===== config.mk =====
export PLATFORM = sky130hd
export DESIGN_NAME = gray_sched
export DESIGN_NICKNAME = d
export VERILOG_FILES = /design/src/rtl/gray_sched.sv
export SDC_FILE = /design/constraint.sdc
export NUM_CORES = 1
export LEC_CHECK = 0
export BUFFER_PORTS_ARGS = -buffer_cell sky130_fd_sc_hd__buf_2
export CAP_MARGIN = 10
export CELL_PAD_IN_SITES_DETAIL_PLACEMENT = 0
export CELL_PAD_IN_SITES_GLOBAL_PLACEMENT = 1
export CORE_AREA = 2 2 62 64
export DETAILED_ROUTE_END_ITERATION = 6
export DIE_AREA = 0 0 64 66
export PLACE_DENSITY = 0.75
export REMOVE_ABC_BUFFERS = 1
export SLEW_MARGIN = 20
export SYNTH_ARGS = -nofsm -noshare
export SYNTH_HDL_FRONTEND = slang
export SYNTH_SLANG_ARGS = --single-unit
export TNS_END_PERCENT = 1

===== constraint.sdc =====
create_clock -name clk -period 2.1 [get_ports clk]
set_clock_uncertainty 0.15 [all_clocks]
set_input_delay 0.42 -clock clk [delete_from_list [all_inputs] [get_ports clk]]
set_output_delay 0.42 -clock clk [all_outputs]
set_load 0.01 [all_outputs]

===== src/rtl/gray_sched.sv =====
// Two-requester burst scheduler that advances a shared Gray-coded step counter.
// Define GRAY_SCHED_FIXED_PRIO_EN for fixed priority (requester 0 wins ties); otherwise round-robin.
module gray_sched #(
  parameter int CBITS = 8
) (
  input  logic             clk,
  input  logic             rst_n,
  input  logic [1:0]       req,
  input  logic [3:0]       len0,
  input  logic [3:0]       len1,
  output logic [1:0]       gnt,
  output logic             done,
  output logic             busy,
  output logic [CBITS-1:0] gray_cnt,
  output logic             wrap
);

  typedef enum logic [1:0] {
    IDLE = 2'd0,
    STEP = 2'd1,
    DONE = 2'd2
  } state_t;

  state_t           state, state_nx;
  logic [CBITS-1:0] cnt;
  logic [CBITS-1:0] cnt_inc;
  logic [3:0]       rem;
  logic             win;
  logic             step;
`ifndef GRAY_SCHED_FIXED_PRIO_EN
  logic             last;  // index of the requester granted most recently
`endif

  assign cnt_inc = cnt + CBITS'(1);
  assign busy    = (state != IDLE);

  // NOTE: every always_comb output gets a default first so no path leaves it unassigned (no latches).
  always_comb begin
    win = 1'b0;
    unique case (req)
      2'b10:   win = 1'b1;
`ifdef GRAY_SCHED_FIXED_PRIO_EN
      2'b11:   win = 1'b0;
`else
      2'b11:   win = ~last;
`endif
      default: win = 1'b0;
    endcase
  end

  always_comb begin
    state_nx = state;
    step     = 1'b0;
    unique case (state)
      IDLE: if (req != 2'b00) state_nx = STEP;
      STEP: begin
        if (rem != 4'd0) step     = 1'b1;
        else             state_nx = DONE;
      end
      DONE:    state_nx = IDLE;
      default: state_nx = IDLE;
    endcase
  end

  // NOTE: sequential state uses non-blocking assignments so all registers update from pre-edge values.
  always_ff @(posedge clk or negedge rst_n) begin
    if (!rst_n) begin
      state    <= IDLE;
      cnt      <= '0;
      gray_cnt <= '0;
      rem      <= 4'd0;
      gnt      <= 2'b00;
      done     <= 1'b0;
      wrap     <= 1'b0;
`ifndef GRAY_SCHED_FIXED_PRIO_EN
      last     <= 1'b1;
`endif
    end else begin
      state <= state_nx;
      done  <= 1'b0;
      wrap  <= 1'b0;
      unique case (state)
        IDLE: begin
          if (req != 2'b00) begin
            gnt <= win ? 2'b10 : 2'b01;
            rem <= win ? len1 : len0;
          end
        end
        STEP: begin
          if (step) begin
            cnt      <= cnt_inc;
            gray_cnt <= cnt_inc ^ (cnt_inc >> 1);
            rem      <= rem - 4'd1;
            wrap     <= &cnt;
          end else begin
            done <= 1'b1;
          end
        end
        DONE: begin
          gnt  <= 2'b00;
`ifndef GRAY_SCHED_FIXED_PRIO_EN
          last <= gnt[1];
`endif
        end
        default: ;
      endcase
    end
  end

endmodule


==> results.ini <==
[outcome]
status = complete, no violations

[sta]
max_slew_margin_pct = 62.5
setup_viol = 0
min_period_ns = 1.85
setup_tns_ns = 0
worst_slew_pin_slew_ns = 0.562
hold_viol = 0
min_period_over_period_pct = 88.2
rsz0062_at_grt = no
maxSlewViolCount = 0
timing.fmax_mhz = 540

[floorplan]
core_mm2 = 0.00355
fp.dieH_um = 66
start_util_pct = 40.1
ioPinCount = 25
fp.dieW_um = 64
core.rowCount = 22
die_area_mm2 = 0.00422

[setup_path]
ff2ff_path_depth = 6
worst_setup_path_start_kind = flop
cp.required_ns = 2.16
crit_type = reg2reg
end_kind = flop
cp_max_fo = 7
arrival_ns = 1.91

[drt]
drcViolationCount = 0
via_per_inst = 4.91
drt_iter0_drc = 62
dr.pass1.iters = 4
wl_met1_mm = 1.22
wl_met3_um = 98
wl_per_cell_um = 12.1
topRoutingLayerUsed = met4
wl_met2_mm = 1.20
ant_nets = 0
via_count = 1036
routed_wl_mm = 2.55

[clocking]
post_cts_buffers = 0
h-tree-depth = 1
cts_tree = yes
clk_pin_slew_ns = 0.14
cts_hold_buffers = 1
root_buffer = clkbuf_4
clock_sinks = 26
cts.path.max_buffers = 2
clk_latency_ns = 0.32
cts_resized = 0
numCtsBuffers = 3

[grt]
antenna_found_initial = 0
grt_pass1_wl_mm = 4.41
grtUsageTotal_pct = 13.2
grt_pass1_vias = 973
grt_max_degree = 27
grt-ovfl-total = 0

[place]
dp_hpwl_mm = 1.90
place_area_mm2 = 0.00157
gp_congestion = 0.775
port-buffer-count = 24

[finish]
final_area_mm2 = 0.00163
mostFrequentLayoutCells = dfrtp_1, buf_2, nand2_1
diodes = 0
final_util_pct = 46.0
area_delta_synth_final_pct = 14.7
layout_commonest_cell = dfrtp_1
nets = 178
drive_gt1_share_pct = 30.1

[yosys]
synthDistinctLibCells = 40
ys_ff_latch = 26
ys_warn_count = 0
synthCells = 138
seq_area_frac_synth_pct = 45.8
avgSynthCellArea_um2 = 10.3
netlist_area_mm2 = 0.00142

[pwr]
p_per_area_mw_per_mm2 = 1650
p_leak_nw = 0.738
total_power_mw = 2.69
peakVddDrop_v = 0.000712

[worst_hold_path]
min-delay-path-class = in2reg
hold_depth = 4

[flow_run]
drv_cap = 0

==> registers in the layout (all words and copies together) (netlist names) <==
name and flops:
cnt 7, rem 4, gray_cnt 8, state 2
gnt 2, done 1, wrap 1, last 1
==> synth_stat cells (all sizes together) <==
cell type,instances,area (um2)
a21boi,2,18.8
o21ai,14,104
nand2,18,67.6
a221oi,1,15.0
nor2,4,15.0
inv,4,15.0
a21oi,10,61.3
a31oi,1,6.26
and2,1,6.26
a31o,1,8.76
ha,2,25.0
and4,1,10.0
xnor2,12,105
nor3,4,25.0
buf,5,45.0
a21o,3,22.5
and3b,1,12.5
xor2,4,35.0
mux2i,2,20.0
nor2b,2,15.0
dfstp,1,26.3
o211ai,3,22.5
clkbuf,1,3.75
nand3,6,30.0
mux2,3,33.8
or2,1,6.26
dfrtp,25,626
o22ai,1,6.26
nand2b,2,12.5
or2b,1,7.51
o21a,1,7.51
a22o,1,8.76
==> cell families (layout without fill, tap and decap cells) <==
group | count (synthesis) | count (layout) | synth area share, %
flops | 26 | 26 | 45.8
fa+ha+maj | 2 | 2 | 1.76
buf+inv | 10 | 35 | 4.48
simple gates | 41 | 41 | 14.6
mux | 5 | 5 | 3.78
compound gates | 38 | 38 | 19.8
xor+xnor | 16 | 16 | 9.84
==> metal layers <==
metal  vias to the layer above  track usage, %
li1                        525               -
met1                       481            17.6
met2                        26            22.1
met3                         4            2.04
met4                         0            4.08
met5                         -               0
==> critical path: stages (launching register included) <==
cell	delay (ns)
dfrtp_1	0.50
ha_1	0.28
and3b_4	0.34
a21oi_1	0.07
o22ai_1	0.18
xor2_1	0.15
o21ai_0	0.08
==> worst paths after layout <==
check                           slack [ns]   startpoint           to
max in group asynchronous             0.98        rst_n         last
worst min-delay path                  0.31      len0[1]       rem[1]
worst max-delay path                  0.25       cnt[0]  gray_cnt[5]
min in group asynchronous             0.45        rst_n       rem[0]
worst min register to register        0.35  gray_cnt[4]  gray_cnt[4]
worst max register to register        0.25       cnt[0]  gray_cnt[5]
==> layout make-up <==
class | count | area, um2
fill | 320 | 1920
inverter | 4 | 15.0
sequential | 26 | 652
timing repair buffer | 27 | 145
multi-input combinational | 102 | 708
tap | 48 | 60.1
clock buffer | 3 | 22.5
clock inverter | 1 | 30.0
==> power breakdown <==
part / internal [mW] / total, mW / switching (mW)
sequential: 0.731 / 0.977 / 0.246
clock: 0.193 / 0.340 / 0.147
combinational: 0.641 / 1.38 / 0.734
==> stage by stage <==
step	hold slack (ns)	std cells	setup slack (ns)
floorplan	-0.0256	132	0.270
global placement	0.302	206	0.299
detailed placement	0.305	206	0.261
CTS	0.301	211	0.244
global route	0.314	211	0.109
finish	0.313	211	0.247
(Power assumes the default switching activity.)
